===== config.mk =====
export PLATFORM = sky130hd
export DESIGN_NAME = id_ex_stage
export DESIGN_NICKNAME = d
export VERILOG_FILES = /design/src/rtl/id_ex_stage.sv
export SDC_FILE = /design/constraint.sdc
export NUM_CORES = 1
export LEC_CHECK = 0
export CORE_AREA = 2 2 144 146
export CTS_CLUSTER_SIZE = 14
export DETAILED_ROUTE_END_ITERATION = 8
export DIE_AREA = 0 0 146 148
export PLACE_DENSITY_LB_ADDON = 0.25
export SYNTH_ARGS = -nofsm -noshare
export SYNTH_HDL_FRONTEND = slang
export SYNTH_SLANG_ARGS = --single-unit

===== constraint.sdc =====
create_clock -name clk -period 1.8 [get_ports clk]
set_input_delay 0.18 -clock clk [delete_from_list [all_inputs] [get_ports clk]]
set_output_delay 0.18 -clock clk [all_outputs]
set_load 0.01 [all_outputs]

===== src/rtl/id_ex_stage.sv =====
// ID/EX pipeline register: forwards from EX/MEM and MEM/WB, muxes operands, detects load-use hazards. Latency 1 cycle.
// Backpressure: holds while out_valid & !out_ready; in_ready drops on hazard/flush/hold. ID_EX_FORWARD_EN enables forwarding.
// Without ID_EX_FORWARD_EN any in-flight producer of a used source stalls decode until it retires.
module id_ex_stage #(
   parameter int XLEN = 32,
   parameter int RAW  = 5
) (
   input  logic            clk,
   input  logic            rst,
   input  logic            flush,
   input  logic            in_valid,
   output logic            in_ready,
   input  logic [XLEN-1:0] in_pc,
   input  logic [RAW-1:0]  in_rs1_addr,
   input  logic [RAW-1:0]  in_rs2_addr,
   input  logic [XLEN-1:0] in_rs1_data,
   input  logic [XLEN-1:0] in_rs2_data,
   input  logic [XLEN-1:0] in_imm,
   input  logic [1:0]      in_srcA_sel,
   input  logic            in_srcB_sel,
   input  logic [3:0]      in_alu_fun,
   input  logic [RAW-1:0]  in_rd_addr,
   input  logic            in_rd_we,
   input  logic            in_is_load,
   input  logic [RAW-1:0]  exm_rd_addr,
   input  logic            exm_rd_we,
   input  logic [XLEN-1:0] exm_result,
   input  logic [RAW-1:0]  wb_rd_addr,
   input  logic            wb_rd_we,
   input  logic [XLEN-1:0] wb_data,
   output logic            out_valid,
   input  logic            out_ready,
   output logic [XLEN-1:0] srcA,
   output logic [XLEN-1:0] srcB,
   output logic [3:0]      alu_fun,
   output logic [XLEN-1:0] out_rs2_data,
   output logic [RAW-1:0]  out_rd_addr,
   output logic            out_rd_we,
   output logic            out_is_load,
   output logic [XLEN-1:0] out_pc,
   output logic            hazard_stall
);

   logic            adv;
   logic            hz;
   logic            accept;
   logic            use_rs1;
   logic            use_rs2;
   logic            ld_rd;
   logic            load_use;
   logic [XLEN-1:0] rs1f;
   logic [XLEN-1:0] rs2f;
   logic [XLEN-1:0] srca_n;
   logic [XLEN-1:0] srcb_n;

   function automatic logic hit(input logic we, input logic [RAW-1:0] prod, input logic [RAW-1:0] rs);
      return we && (prod == rs) && (rs != '0);
   endfunction

   assign adv     = !out_valid | out_ready;
   assign use_rs1 = (in_srcA_sel == 2'd0);
   // rs2 is assumed live for everything except loads with an immediate operand (covers stores)
   assign use_rs2 = !in_srcB_sel | !in_is_load;

   assign ld_rd    = out_valid & out_is_load & out_rd_we;
   assign load_use = in_valid & ((use_rs1 & hit(ld_rd, out_rd_addr, in_rs1_addr)) |
                                 (use_rs2 & hit(ld_rd, out_rd_addr, in_rs2_addr)));

`ifdef ID_EX_FORWARD_EN
   always_comb begin
      rs1f = in_rs1_data;
      rs2f = in_rs2_data;
      if (hit(exm_rd_we, exm_rd_addr, in_rs1_addr))
         rs1f = exm_result;
      else if (hit(wb_rd_we, wb_rd_addr, in_rs1_addr))
         rs1f = wb_data;
      if (hit(exm_rd_we, exm_rd_addr, in_rs2_addr))
         rs2f = exm_result;
      else if (hit(wb_rd_we, wb_rd_addr, in_rs2_addr))
         rs2f = wb_data;
   end

   assign hz = load_use;
`else
   logic busy1;
   logic busy2;
   logic unused_fwd;

   assign rs1f = in_rs1_data;
   assign rs2f = in_rs2_data;

   assign busy1 = hit(out_valid & out_rd_we, out_rd_addr, in_rs1_addr) |
                  hit(exm_rd_we, exm_rd_addr, in_rs1_addr) |
                  hit(wb_rd_we, wb_rd_addr, in_rs1_addr);
   assign busy2 = hit(out_valid & out_rd_we, out_rd_addr, in_rs2_addr) |
                  hit(exm_rd_we, exm_rd_addr, in_rs2_addr) |
                  hit(wb_rd_we, wb_rd_addr, in_rs2_addr);

   assign hz = load_use | (in_valid & ((use_rs1 & busy1) | (use_rs2 & busy2)));
   assign unused_fwd = ^{exm_result, wb_data};
`endif

   always_comb begin
      srca_n = rs1f;
      case (in_srcA_sel)
         2'd0:    srca_n = rs1f;
         2'd1:    srca_n = in_pc;
         2'd2:    srca_n = in_imm;
         default: srca_n = '0;
      endcase
   end

   assign srcb_n       = in_srcB_sel ? in_imm : rs2f;
   assign accept       = in_valid & !hz & !flush;
   assign in_ready     = adv & !hz & !flush;
   assign hazard_stall = hz;

   always_ff @(posedge clk) begin
      if (rst) begin
         out_valid    <= 1'b0;
         srcA         <= '0;
         srcB         <= '0;
         alu_fun      <= 4'b0000;
         out_rs2_data <= '0;
         out_rd_addr  <= '0;
         out_rd_we    <= 1'b0;
         out_is_load  <= 1'b0;
         out_pc       <= '0;
      end else if (flush) begin
         // flush wins over a held instruction; data registers keep stale values
         out_valid <= 1'b0;
         out_rd_we <= 1'b0;
      end else if (adv) begin
         out_valid    <= accept;
         out_rd_we    <= accept & in_rd_we;
         srcA         <= srca_n;
         srcB         <= srcb_n;
         alu_fun      <= in_alu_fun;
         out_rs2_data <= rs2f;
         out_rd_addr  <= in_rd_addr;
         out_is_load  <= in_is_load;
         out_pc       <= in_pc;
      end
   end

endmodule


* Word level (Yosys, flattened, before mapping)
Cells that the tools add are included.
Storage, ports and cells: word-level logic and storage cells 69, output and inout bits 142, input bits 233, bits in registers 140
Cells by class: reduce and logical (&&, ||, !) cells 26, muxes and demuxes 2, bitwise operators 24, equality and inequality tests 8
Operators by type and width (count):
- $pmux 32 s3 | 1
- $mux 32 | 1
- $eq 5x5->1 | 6
- $logic_and 1x1->1 | 16
- $and 1x1->1 | 14
- $reduce_bool 5->1 | 2
- $or 1x1->1 | 9
- $logic_not 1->1 | 5
- $eq 2x1->1 const B | 1
- $eq 2x2->1 const B | 1
- $logic_not 2->1 | 1
- $reduce_and 2->1 | 1
- $reduce_or 2->1 | 1
- $not 1->1 | 1

* Longest topological paths before layout
depth after elaboration 13, depth in mapped cells 7, depth with buffers taken out 6

* Least setup slack after synthesis
OpenSTA, ideal clock, no wires.
path type flip-flop to output port, start point reg out_rd_addr[1], end point out in_ready, buffers on the path 0, required time 1.620 ns, path slack 0.229 ns, cell stages (with the launch flop) 7, arrival 1.391 ns, cells stage by stage dfxtp_1 > xnor2_1 > nand4_1 > nor4_1 > a21oi_2 > a31oi_1 > nor2_1
On the way: word-level cells in the longest chain between the ends 12, elaborated cells between the ends (all ways) 26, those cells by class eq/ne (2); bitwise (15); reduce/logical (9)
RTL lines:
- start: declaration | RTL line 37 | output logic [RAW-1:0] out_rd_addr,
- start signal: assignment | RTL line 140 | out_rd_addr <= in_rd_addr;
- $eq 5x5->1 | RTL line 57 | return we && (prod == rs) && (rs != '0);
- $logic_and 1x1->1 (2 in series) | RTL line 57
- $or 1x1->1 (on tied branches) | RTL line 92, 95
- $or 1x1->1 (on tied branches) | RTL line 93, 96
- $and 1x1->1 | RTL line 99 | assign hz = load_use | (in_valid & ((use_rs1 & busy1) | (use_rs2 & busy2)));
- $or 1x1->1 | RTL line 99
- $and 1x1->1 | RTL line 99
- $or 1x1->1 (*) | RTL line 99
- named net hazard_stall | RTL line 41 | output logic hazard_stall
- $logic_not 1->1 (*) | RTL line 115 | assign in_ready = adv & !hz & !flush;
- $and 1x1->1 (*) (2 in series) | RTL line 115
- end: declaration | RTL line 12 | output logic in_ready,
The timed path passes the listed nets; every way through them passes the cells marked *.

* Worst setup path after layout
start point in in_rs2_addr[4], end point out in_ready
On the way: word-level cells in the longest chain between the ends 12, elaborated cells between the ends (all ways) 24, those cells by class eq/ne (3); bitwise (11); reduce/logical (10)
RTL lines:
- start: declaration | RTL line 15 | input logic [RAW-1:0] in_rs2_addr,
- $eq 5x5->1 | RTL line 57
- $logic_and 1x1->1 (2 in series) | RTL line 57
- $or 1x1->1 | RTL line 95 | assign busy2 = hit(out_valid & out_rd_we, out_rd_addr, in_rs2_addr) |
- $or 1x1->1 | RTL line 96 | hit(exm_rd_we, exm_rd_addr, in_rs2_addr) |
- $and 1x1->1 | RTL line 99
- $or 1x1->1 | RTL line 99
- $and 1x1->1 | RTL line 99
- $or 1x1->1 (*) | RTL line 99
- $logic_not 1->1 (*) | RTL line 115
- $and 1x1->1 (*) (2 in series) | RTL line 115
Mark *: on every way between the ends. The rest lies on a longest branch, timed or not.

==> results.json <==
{
  "status": "complete, but fails checks",
  "violations": "negative setup slack",
  "clkTransAtPathRegs_ns": 0.06,
  "p_leak_nw": 4.08,
  "max_freq_mhz": 523,
  "r2r-start": "out_valid",
  "setup_violations": 2,
  "crit_end": "in_ready",
  "p_per_area_mw_per_mm2": 868,
  "avgSynthCellArea_um2": 8.16,
  "path_class": "primary input to output port",
  "clkPwrFrac_pct": 41.7,
  "initial_utilization_pct": 30.4,
  "detailedRoute.firstPassIterationCount": 4,
  "htree_num_levels": 4,
  "hold_class": "primary input to flop",
  "max_stage_delay_ns": 0.43,
  "design.die.area_mm2": 0.0216,
  "vias": 6327,
  "netlist_area_mm2": 0.00610,
  "fp.dieH_um": 148,
  "slew_violations": 0,
  "power.switching_mw": 2.34,
  "viasPerCell": 4.73,
  "arrival_ns": 1.73,
  "cp-start-kind": "primary input",
  "antenna_left": 0,
  "clock_sinks": 140,
  "ys_ff_latch": 140,
  "rsz0062_at_grt": "true",
  "ys_top_cells_by_area": "dfxtp_1 (46%), mux2i_1 (11%), nand2_1 (9.5%), a211oi_1 (8.0%), a21oi_1 (6.1%)",
  "critPathBufInv": 2,
  "gr-total-overflow": 0,
  "crit_path_cell_trace": "dlygate4sd2_1 > or4_4 > o21ai_2 > nor4_2 > a21oi_2 > a31oi_4 > nor2_1 > buf_2",
  "wl_per_cell_um": 16.5,
  "nets": 1288,
  "cts_tree": "yes",
  "skew_ns": 0.0119,
  "seq_area_frac_synth_pct": 46.0,
  "final_layout_size_suffix_gt1_share_pct": 9.47,
  "cts-buffers-inserted": 17,
  "vdd_drop_max_mv": 0.625,
  "place_congestion": 0.837,
  "worst_slew_pin_slew_ns": 0.968,
  "num_io_pins": 375,
  "pre_cts_ws_ns": -0.779,
  "synth_area_leader_cell": "dfxtp_1",
  "worstPathRequired_ns": 1.62,
  "area_delta_synth_final_pct": 70.6,
  "slowest_stage": "or4_4",
  "synth_top_area_share_pct": 46.0,
  "combPwrFrac_pct": 20.4,
  "endpoint_kind": "output port",
  "first_iter_violations": 262,
  "syn_inst": 747,
  "grt_util_met1_pct": 24.5,
  "die_width_um": 146,
  "yosys.cell_types.count": 26,
  "postCtsHoldBufs": 0,
  "grt_pass1_wl_um": 33700,
  "hold_viol_final": 0,
  "cts_buffer_depth": 2,
  "antenna_found_initial": 1,
  "drcViolationCount": 0,
  "root_buffer": "clkbuf_16",
  "grt_pass1_vias": 6141,
  "grt_use_met3_pct": 6.45,
  "p_seq_share_pct": 37.9,
  "path_max_fanout": 4,
  "io_buffers": 310,
  "hold_slack_ns": 0.209,
  "fin_ws_ns": -0.111,
  "maxCapViolations": 0,
  "worst-path-stages": 8,
  "synth_nets": 980,
  "rows": 52,
  "core_mm2": 0.0200,
  "yosys_warnings": 0,
  "power.internal_mw": 6.70,
  "post-route-min-period_ns": 1.91,
  "grt_max_degree": 64,
  "cp_top_family": "simple AND/OR/NAND/NOR gates",
  "finalCritPeriodShare_pct": 106,
  "dpl.hpwl_um": 15300,
  "reg2reg_to": "srcB[23]",
  "clock_latency_ns": 0.41,
  "top_usage_layer": "met2",
  "wirelength_um": 22100,
  "switching_share_pct": 25.9,
  "r2r_slack_ns": 0.23,
  "grt_use_met2_pct": 32.5,
  "n_fill_cell": 1968,
  "slew_headroom_pct": 35.4,
  "reg2reg_depth": 7,
  "globalRouteTotalUtil_pct": 19.6,
  "worstSetupStartpoint": "in_rs2_addr[4]"
}
-- cells in the final DEF (no fill, tap or decap), types with 3 or more instances in the layout --
master and instances:
bufinv_16 4, a21oi_1 74, nand4_1 5, dlygate4sd2_1 15, a211oi_1 64, clkbuf_16 17, dfxtp_2 5, nor3_1 34
xnor2_1 20, inv_6 3, clkinv_4 3, buf_2 6, dfxtp_1 135, buf_12 11, buf_4 31, nor2_1 98
xor2_1 8, mux2i_1 64, clkdlybuf4s50_1 286, nand2_1 154
-- power by group through the flow --
stage | clock network [mW] | logic, mW | registers (mW)
3_5_place_dp | 0 | 1.85 | 3.49
2_1_floorplan | 0 | 0.624 | 3.59
5_1_grt | 3.98 | 1.98 | 3.45
3_3_place_gp | 0 | 1.84 | 3.48
4_1_cts | 3.85 | 1.85 | 3.42
6_report | 3.77 | 1.84 | 3.42
-- cell families (layout without fill, tap and decap cells) --
kind of cell | count (synthesis) | in the layout | synth area share, %
flops | 140 | 140 | 46.0
buf+inv | 64 | 384 | 4.29
other cells | 0 | 1 | 0
compound gates | 146 | 146 | 14.9
simple gates | 303 | 303 | 20.0
xor+xnor | 30 | 30 | 4.31
mux | 64 | 64 | 10.5
-- routing by layer --
metal  part of all wire, %  up-vias
li1                      -     3168
met1                    43     2917
met2                    47      220
met3                   7.6       22
met4                   1.6        0
met5                     0        -
-- synth_stat cells (all sizes together) --
cell and count:
a211oi 65, clkbuf 45, nand2 154, buf 18, nor2b 2, nand4 5, o21ai 2, dfxtp 140
or4 2, a21oi 75, inv 1, xor2 10, mux2i 64, o31ai 1, nor4 3, nand2b 2
nor2 98, a31oi 1, nand3 2, o22ai 1, a21o 1, nor3 35, xnor2 20
-- cell type report --
type / instances / area (µm²) / share of cell area (%)
antenna: 1 / 2.50 / 0.0240
multi-input combinational: 543 / 3110 / 29.9
clock inverter: 13 / 190 / 1.83
timing repair buffer: 352 / 3510 / 33.7
clock buffer: 18 / 439 / 4.22
sequential: 140 / 2810 / 27.0
inverter: 1 / 3.75 / 0.0361
tap: 270 / 338 / 3.25
-- worst min path at each step --
| stage | end | start | slack, ns | cells past startpoint |
|---|---|---|---|---|
| finish | out_rs2_data[26] | rst | 0.21 | 2 |
| global route | out_is_load | rst | 0.22 | 2 |
| CTS | out_rs2_data[26] | rst | 0.20 | 2 |
| detailed placement | out_pc[4] | out_pc[4] | 0.45 | 2 |
| global placement | out_rs2_data[0] | out_rs2_data[0] | 0.44 | 2 |
| floorplan | out_valid | flush | 0.28 | 1 |
-- metrics by stage --
step	cell area [µm²]	cells	TNS (ns)	util (%)	total power, mW
after floorplan	6100	747	0	-	4.21
after global placement	9720	1303	-1.77	48.5	5.32
after detailed placement	9720	1303	-1.87	48.5	5.33
after CTS	10400	1336	-0.0869	51.8	9.13
after global routing	10400	1337	-0.381	51.9	9.41
final	10400	1338	-0.162	51.9	9.04
-- flip-flops by register name (all words and copies together), names as in the netlist --
| signal | count |
|---|---|
| out_pc | 32 |
| srcB | 32 |
| out_rd_we | 1 |
| out_rs2_data | 32 |
| srcA | 32 |
| out_rd_addr | 5 |
| alu_fun | 4 |
| out_valid | 1 |
| out_is_load | 1 |
-- timing repair --
item,CTS,global route
setup buffers,2,1
endpoints found under the setup margin,2,2
pin swaps,19,1
resized for setup,46,2
Power figures use the tool's default switching activity.
